$ cat src/rtl/resize_accel_bilinear_acc.sv
// Bilinear tap accumulator for the resize datapath.
// Sums TAPS unsigned weight*pixel products per output pixel, then rounds,
// shifts out the Q1.15 fraction and saturates to an OUT_W-bit pixel.
// The result is held on a valid/ready stream. tap_err is a sticky flag
// that records in_last disagreeing with the internal tap count.
module resize_accel_bilinear_acc #(
    parameter int PROD_W    = 32,
    parameter int TAPS      = 4,
    parameter int FRAC_BITS = 15,
    parameter int OUT_W     = 8,
    parameter int ACC_W     = PROD_W + 2
) (
    input  logic              ap_clk,
    input  logic              ap_rst_n,
    input  logic              soft_clr,
    input  logic [PROD_W-1:0] in_data,
    input  logic              in_last,
    input  logic              in_valid,
    output logic              in_ready,
    output logic [OUT_W-1:0]  out_data,
    output logic              out_valid,
    input  logic              out_ready,
    output logic              tap_err,
    output logic [15:0]       pix_cnt
);

    localparam int TCW = (TAPS > 1) ? $clog2(TAPS) : 1;
    // Width of the rounded sum after the fraction is shifted out.
    localparam int RW  = ACC_W + 1 - FRAC_BITS;
    localparam logic [TCW-1:0] IDX_LAST = TCW'(TAPS - 1);
    localparam logic [TCW-1:0] IDX_PRE  = TCW'(TAPS - 2);
    localparam logic [ACC_W:0] RND_HALF = {{ACC_W{1'b0}}, 1'b1} << (FRAC_BITS - 1);

    typedef enum logic {
        ACCUM = 1'b0,   // taps 0..TAPS-2
        LAST  = 1'b1    // waiting for the final tap
    } state_t;

    // Round-half-up at ACC_W+1 bits so the add cannot wrap, then drop the fraction.
    function automatic logic [RW-1:0] round_shift(input logic [ACC_W-1:0] sum);
        logic [ACC_W:0] t;
        t = {1'b0, sum} + RND_HALF;
        return t[ACC_W:FRAC_BITS];
    endfunction

    // Clamp to the largest representable output pixel.
    function automatic logic [OUT_W-1:0] sat_pix(input logic [RW-1:0] r);
        if (|r[RW-1:OUT_W])
            return {OUT_W{1'b1}};
        else
            return r[OUT_W-1:0];
    endfunction

    state_t             r_state;
    state_t             w_state_nxt;
    logic [TCW-1:0]     r_tap_cnt;
    logic [ACC_W-1:0]   r_acc;
    logic [OUT_W-1:0]   r_out_data;
    logic               r_out_valid;
    logic               r_tap_err;
    logic [15:0]        r_pix_cnt;

    logic               w_in_ready;
    logic               w_accept;
    logic               w_final;
    logic [ACC_W-1:0]   w_sum;
    logic [OUT_W-1:0]   w_pix;

    assign w_final = (r_state == LAST);
    assign w_sum   = r_acc + {{(ACC_W-PROD_W){1'b0}}, in_data};
    assign w_pix   = sat_pix(round_shift(w_sum));

    // State register: ACCUM collects taps, LAST expects the final tap.
    always_ff @(posedge ap_clk or negedge ap_rst_n) begin
        if (!ap_rst_n)
            r_state <= ACCUM;
        else
            r_state <= w_state_nxt;
    end

    // Next state, input handshake and accept strobe.
    always_comb begin
        w_state_nxt = r_state;
        w_in_ready  = 1'b1;
        w_accept    = 1'b0;
        // Only the final tap stalls, and only while a pixel is still unconsumed.
        w_in_ready  = !(w_final && r_out_valid && !out_ready);
        // soft_clr drops the beat presented in the same cycle.
        w_accept    = in_valid && w_in_ready && !soft_clr;
        if (soft_clr) begin
            w_state_nxt = ACCUM;
        end else if (w_accept) begin
            case (r_state)
                ACCUM:   if (r_tap_cnt == IDX_PRE) w_state_nxt = LAST;
                LAST:    w_state_nxt = ACCUM;
                default: w_state_nxt = ACCUM;
            endcase
        end
    end

    // Accumulate taps, emit the finished pixel and track framing/pixel count.
    always_ff @(posedge ap_clk or negedge ap_rst_n) begin
        if (!ap_rst_n) begin
            r_acc       <= '0;
            r_tap_cnt   <= '0;
            r_out_data  <= '0;
            r_out_valid <= 1'b0;
            r_tap_err   <= 1'b0;
            r_pix_cnt   <= '0;
        end else if (soft_clr) begin
            r_acc       <= '0;
            r_tap_cnt   <= '0;
            r_out_valid <= 1'b0;
            r_tap_err   <= 1'b0;
            r_pix_cnt   <= '0;
        end else begin
            if (r_out_valid && out_ready)
                r_pix_cnt <= r_pix_cnt + 16'd1;

            if (w_accept) begin
                // in_last is only checked; the tap counter alone frames pixels.
                if (in_last != w_final)
                    r_tap_err <= 1'b1;
                if (w_final) begin
                    r_out_data  <= w_pix;
                    r_out_valid <= 1'b1;
                    r_acc       <= '0;
                    r_tap_cnt   <= '0;
                end else begin
                    r_acc     <= w_sum;
                    r_tap_cnt <= r_tap_cnt + TCW'(1);
                    if (r_out_valid && out_ready)
                        r_out_valid <= 1'b0;
                end
            end else if (r_out_valid && out_ready) begin
                r_out_valid <= 1'b0;
            end
        end
    end

    assign in_ready  = w_in_ready;
    assign out_data  = r_out_data;
    assign out_valid = r_out_valid;
    assign tap_err   = r_tap_err;
    assign pix_cnt   = r_pix_cnt;

    // The tap counter and the state must agree on where the final tap is.
    wire w_unused_idx = (r_tap_cnt == IDX_LAST);

endmodule

$ cat config.mk
export PLATFORM = sky130hd
export DESIGN_NAME = resize_accel_bilinear_acc
export DESIGN_NICKNAME = d
export VERILOG_FILES = /design/src/rtl/resize_accel_bilinear_acc.sv
export SDC_FILE = /design/constraint.sdc
export NUM_CORES = 1
export LEC_CHECK = 0
export BUFFER_PORTS_ARGS = -buffer_cell sky130_fd_sc_hd__buf_2
export CAP_MARGIN = 20
export CELL_PAD_IN_SITES_DETAIL_PLACEMENT = 0
export CELL_PAD_IN_SITES_GLOBAL_PLACEMENT = 1
export CORE_ASPECT_RATIO = 1.2
export CORE_MARGIN = 8
export CORE_UTILIZATION = 40
export DETAILED_ROUTE_END_ITERATION = 16
export HOLD_SLACK_MARGIN = 0.05
export PLACE_DENSITY_LB_ADDON = 0.1
export SLEW_MARGIN = 20
export SYNTH_ARGS = -nofsm -noshare
export SYNTH_HDL_FRONTEND = slang
export SYNTH_SLANG_ARGS = --single-unit
$ cat constraint.sdc
create_clock -name ap_clk -period 3.8 [get_ports ap_clk]
set_clock_uncertainty 0.2 [all_clocks]
set_input_delay 0.38 -clock ap_clk [delete_from_list [all_inputs] [get_ports ap_clk]]
set_output_delay 0.38 -clock ap_clk [all_outputs]
set_load 0.05 [all_outputs]
After elaboration in Yosys (flattened, before gate mapping)
Index checks and enable logic that the tools add are counted.
Widths: inputs -> output; s select.
{"block": "op_classes", "n_addsub": 4, "eq_ne": 2, "n_mux": 20, "n_bitwise": 2, "reduce_logical": 14}
{"operator": "$mux 34", "count": 3}
{"operator": "$add 34x15->35 const B", "count": 1}
{"operator": "$add 34x32->34", "count": 1}
{"operator": "$mux 16", "count": 2}
{"operator": "$add 16x1->16 const B", "count": 1}
{"operator": "$reduce_or 12->1", "count": 1}
{"operator": "$mux 1", "count": 10}
{"operator": "$mux 8", "count": 1}
{"operator": "$mux 2", "count": 3}
{"operator": "$reduce_bool 2->1", "count": 3}
{"operator": "$logic_and 1x1->1", "count": 5}
{"operator": "$logic_not 1->1", "count": 3}
{"operator": "$reduce_and 3->1", "count": 1}
{"operator": "$add 2x1->2 const B", "count": 1}
{"operator": "$eq 2x2->1 const B", "count": 1}
{"operator": "$not 1->1", "count": 2}
{"operator": "$pmux 1 s2", "count": 1}
{"operator": "$reduce_and 2->1", "count": 1}
{"operator": "$ne 1x1->1", "count": 1}
{"block": "word_totals", "reg_bits": 63, "in_bits": 38, "output_inout_bits": 27, "wordCells": 49}

Depth between registers and ports, before layout
{"block": "depth", "depth_word": 7, "mapped_depth": 19, "ltp_nobuf": 19}

Least setup slack after synthesis
Ideal clock, no wire load.
{"block": "synth_timing", "path_kind": "input-to-reg", "startpoint": "in in_data[9]", "endpoint": "reg r_out_data[1], in the netlist out_data[1]", "setup_ns": 0.134, "t_arrival_ns": 3.621, "required_time_ns": 3.466, "setup_slack_ns": -0.155, "stages": 18, "path_buffers": 1, "cell_sequence": "ha_1 -> buf_6 -> a21oi_2 -> o21ai_2 -> or4_1 -> o211ai_1 -> inv_1 -> ha_1 -> nand2_1 -> nor2_1 -> nand2_1 -> o21ai_0 -> a211oi_1 -> o21ai_0 -> mux2i_1 -> o211ai_2 -> a21oi_4 -> a31oi_1"}
{"block": "synth_via", "elab_chain_len": 4}
{"item": "start: declaration", "line": "16", "rtl": "input logic [PROD_W-1:0] in_data,"}
{"item": "$add 34x32->34 (*)", "line": "70", "rtl": "assign w_sum = r_acc + {{(ACC_W-PROD_W){1'b0}}, in_data};"}
{"item": "$add 34x15->35 (*)", "line": "42", "rtl": "t = {1'b0, sum} + RND_HALF;"}
{"item": "$reduce_or 12->1", "line": "48", "rtl": "if (|r[RW-1:OUT_W])"}
{"item": "$mux 8 (*)", "line": "48"}
{"item": "end signal: assignment", "line": "125", "rtl": "r_out_data <= w_pix;"}
{"item": "end: declaration", "line": "58", "rtl": "logic [OUT_W-1:0] r_out_data;"}
Mark *: on every way between the ends. The rest lies on a longest branch, timed or not.
A chain may end at the register's enable or synchronous reset.

Final worst setup path
{"block": "layout_timing", "startpoint": "reg r_acc[0]", "endpoint": "reg r_out_data[7], in the netlist out_data[7]"}
{"block": "layout_via", "elab_chain_len": 4}
{"item": "start: declaration", "line": "57", "rtl": "logic [ACC_W-1:0] r_acc;"}
{"item": "start signal: assignment", "line": "130", "rtl": "r_acc <= w_sum;"}
{"item": "$add 34x32->34 (*)", "line": "70"}
{"item": "$add 34x15->35 (*)", "line": "42"}
{"item": "$reduce_or 12->1", "line": "48"}
{"item": "$mux 8 (*)", "line": "48"}
Marked as above.

==> run_results.csv <==
group,metric,value,unit
placed_design,dp_hpwl,12700,um
global_route,grt_pass1_vias,5213,
clock_network,htreeDepth,3,
cells_and_area,area_delta_synth_final,34.2,%
pwr,p_int,2.05,mW
placed_design,globalplace.congestion,0.879,
detailed_routing,routedWlPerCell,17.6,um
min_path,hp-start,"out_ready",
cells_and_area,fin_area,7000,sq um
yosys,synthAdderAreaFrac,0.0878,
global_route,grt_pass1_wl,26200,um
worst_setup_path,r2r_cells,17,
min_path,hold_path.class,"primary input to flip-flop",
detailed_routing,drtAntennaViolNets,0,
worst_setup_path,start_kind,"flip-flop",
detailed_routing,via_per_inst,5.56,
min_path,whs_path_depth,4,
yosys,avgSynthCellArea,8.50,sq um
sta,rsz0062_at_grt,"yes",
yosys,synth_compound_area_frac,0.253,
clock_network,clock-sinks,63,
pwr,p_leak,3.21,nW
worst_setup_path,crit_fanout,8,
pwr,pwr-share-clk,0.275,
cells_and_area,insertedDiodeCount,0,
global_route,grt_max_degree,45,
sta,max_freq,267,MHz
clock_network,clockBufferDepth,2,
yosys,synth_top_family_by_area,"compound AO/OA/AOI/OAI gates",
cells_and_area,fillers,1211,
worst_setup_path,arrival,3.75,ns
die,core,12700,sq um
clock_network,clk_pin_slew,0.06,ns
clock_network,cts_made_buffers,9,
yosys,synth-main-ff-cell,"dfrtp_1",
pwr,powerDensity,481,nW/um^2
detailed_routing,drc,0,
yosys,synth_edf_count,0,
die,dieArea,17000,sq um
yosys,yosys_warnings,0,
pwr,p_sw,1.32,mW
sta,finalMaxSlewViolations,0,
detailed_routing,wirelength,16400,um
yosys,ys_seq_area_frac,0.302,
worst_setup_path,cp-end-kind,"flip-flop",
worst_setup_path,cp.required,3.80,ns
pwr,ir_drop,0.303,mV
yosys,synth_simple_gate_area_frac,0.241,
cells_and_area,final_layout_size_suffix_gt1_frac,0.346,
pwr,seqPwrFrac,0.237,
sta,finalCritPeriodShare,0.985,
global_route,antenna_found_initial,0,
min_path,min_to,"out_valid$_DFF_PN0_",
yosys,synth_xor_area_frac,0.0715,
flow_run,cap_violations,0,
sta,tns,0,ns
outcome,outcome,"complete, no violations",
global_route,overflow,0,
die,io_pins,65,
placed_design,io_buffer_count,64,
detailed_routing,drtIter0Drc,316,
yosys,synthCells,614,
die,rows,45,
global_route,grt_usage,0.191,
pwr,p_sw_frac,0.391,
sta,finalSetupViolations,0,
yosys,synth.mux.area_fraction,0.0120,
yosys,syn_area,5220,sq um
placed_design,place_area,6290,sq um
worst_setup_path,rr_endpoint,"out_data[7]$_DFFE_PN0P_",
pwr,combPwrFrac,0.488,
worst_setup_path,timing.rr.start,"r_acc[0]$_DFFE_PN0P_",
detailed_routing,drt-pass1-iter-count,4,
detailed_routing,vias,5181,
clock_network,cts_root_buf,"clkbuf_16",
worst_setup_path,critPathKind,"flip-flop to flip-flop",
worst_setup_path,rrSetupSlack,0.06,ns
sta,slew-limit-headroom,0.334,
yosys,synth-seq-cells,63,
die,die_h,141,um
sta,hold_viol,0,
die,fp.dieW,120,um
cells_and_area,final_nets,836,
sta,worst_pin_slew,0.992,ns
clock_network,tritoncts,"built",
yosys,synthArstFlopShare,1.00,
clock_network,clock_latency,0.34,ns
yosys,synth_cell_type_count,80,
die,initial_core_util,0.410,
sta,finalCriticalPeriod,3.74,ns
yosys,synth_fp_nets,688,
## worst max path at each step
| stage | startpoint | end | slack [ns] |
|---|---|---|---|
| 2_1_floorplan | in_data[9] | out_data[1]$_DFFE_PN0P_ | 0.009 |
| 4_1_cts | r_acc[12]$_DFFE_PN0P_ | out_data[7]$_DFFE_PN0P_ | 0.007 |
| 6_report | r_acc[0]$_DFFE_PN0P_ | out_data[7]$_DFFE_PN0P_ | 0.06 |
| 5_1_grt | r_acc[0]$_DFFE_PN0P_ | out_data[3]$_DFFE_PN0P_ | -0.09 |
| 3_5_place_dp | in_data[0] | out_data[7]$_DFFE_PN0P_ | -0.22 |
| 3_3_place_gp | in_data[13] | out_data[4]$_DFFE_PN0P_ | -0.11 |
## registers in the layout (all words and copies together) (netlist names)
register and flops:
r_tap_cnt 2, out_valid 1, out_data 8, pix_cnt 16
r_state 1, tap_err 1, r_acc 34
## cell families (layout without fill, tap and decap cells)
kind of cell | Yosys count | after routing
buffers and inverters | 38 | 191
XOR/XNOR | 40 | 40
multiplexers | 5 | 5
AO/OA/AOI/OAI | 189 | 189
AND/OR/NAND/NOR | 243 | 243
flip-flops | 63 | 63
adder cells (fa/ha/maj) | 36 | 36
## power by group through the flow
stage | clock network, mW | registers [mW] | logic (mW)
final | 0.928 | 0.799 | 1.64
after floorplan | 0 | 0.888 | 0.820
after detailed placement | 0 | 0.806 | 1.49
after CTS | 0.950 | 0.797 | 1.53
after global placement | 0 | 0.800 | 1.48
after global routing | 0.970 | 0.807 | 1.77
## cell type report
type	instances	area, sq um	share of cell area
clock buffer	9	225	0.0322
clock inverter	7	103	0.0147
inverter	10	37.5	0.00536
multi-input combinational	513	3770	0.538
sequential	63	1580	0.225
tap	164	205	0.0293
timing repair buffer	165	1090	0.155
## layer usage
layer	vias to the layer above	wire, um	track usage
li1	2543	-	-
met3	17	590	0.0272
met2	86	8100	0.327
met1	2535	7460	0.242
met4	0	253	0.0580
met5	-	0	0
## Yosys cell counts (3+ instances only)
cell type  count  area share
o211ai_2       3      0.0072
nor3_2         4      0.0077
a31oi_1        8      0.0096
a22o_1        13       0.022
and3_1         8      0.0096
nor2_1        62       0.045
ha_1          35       0.084
o21ai_0       46       0.044
nor4_1         3      0.0036
nand2b_1       6      0.0072
or3_1          6      0.0072
a21oi_1       41       0.039
nor3_1        15       0.014
xnor2_1       16       0.027
a211oi_1       7       0.010
o211ai_1       9       0.013
clkbuf_1      15       0.011
and2_1         6      0.0072
o21ai_1        6      0.0058
mux2i_1        4      0.0077
nand2_1       75       0.054
inv_1         10      0.0072
a21oi_2        7       0.012
a21o_1        17       0.024
nor2b_1        6      0.0072
nand4_1       16       0.019
dfrtp_1       63        0.30
buf_2          9      0.0086
nand3_1       14       0.013
xor2_1        21       0.035
## placed cells by master (no fill, tap or decap), drive strengths merged, types with 3 or more instances in the layout
cell type / Yosys / routed
a2111oi: 4 / 4
a211oi: 9 / 9
a21o: 17 / 17
a21oi: 49 / 49
a22o: 14 / 14
a31o: 3 / 3
a31oi: 8 / 8
and2: 6 / 6
and3: 9 / 9
buf: 13 / 164
clkbuf: 15 / 9
dfrtp: 63 / 63
ha: 35 / 35
inv: 10 / 12
mux2i: 5 / 5
nand2: 76 / 76
nand2b: 6 / 6
nand3: 15 / 15
nand4: 17 / 17
nor2: 63 / 63
nor2b: 6 / 6
nor3: 19 / 19
nor3b: 4 / 4
nor4: 5 / 5
o211ai: 12 / 12
o21ai: 54 / 54
o31ai: 3 / 3
or3: 6 / 6
xnor2: 18 / 18
xor2: 22 / 22
## per-stage QoR
step	total power, mW	utilization	worst slack [ns]	hold WS [ns]	instances
finish	3.37	0.550	0.0576	0.191	931
global route	3.55	0.550	-0.0894	0.217	931
CTS	3.27	0.529	0.00668	0.185	921
detailed placement	2.29	0.494	-0.223	0.276	902
global placement	2.28	0.494	-0.109	0.267	902
floorplan	1.71	-	0.00927	-0.116	614
## repair_timing
action / CTS / global route
endpoints found under the setup margin: 8 / 8
pin swaps: 8 / 30
endpoints found under the hold margin: 2 / 0
resized for setup: 15 / 41
buffers inserted: 2 / 11
hold buffers: 1 / 0
## critical path: stages, from the launching register on
cell      delay (ns)
dfrtp_1         0.40
ha_2            0.20
buf_4           0.14
a211oi_4        0.28
o211ai_1        0.11
nand2_1         0.18
a21oi_2         0.09
a211oi_2        0.30
ha_4            0.22
buf_6           0.11
nand3_4         0.06
nor2_4          0.14
a211oi_4        0.07
nor3b_4         0.31
a31o_2          0.20
nand4_1         0.15
a21oi_4         0.30
a31oi_1         0.12
(Power assumes the default switching activity.)
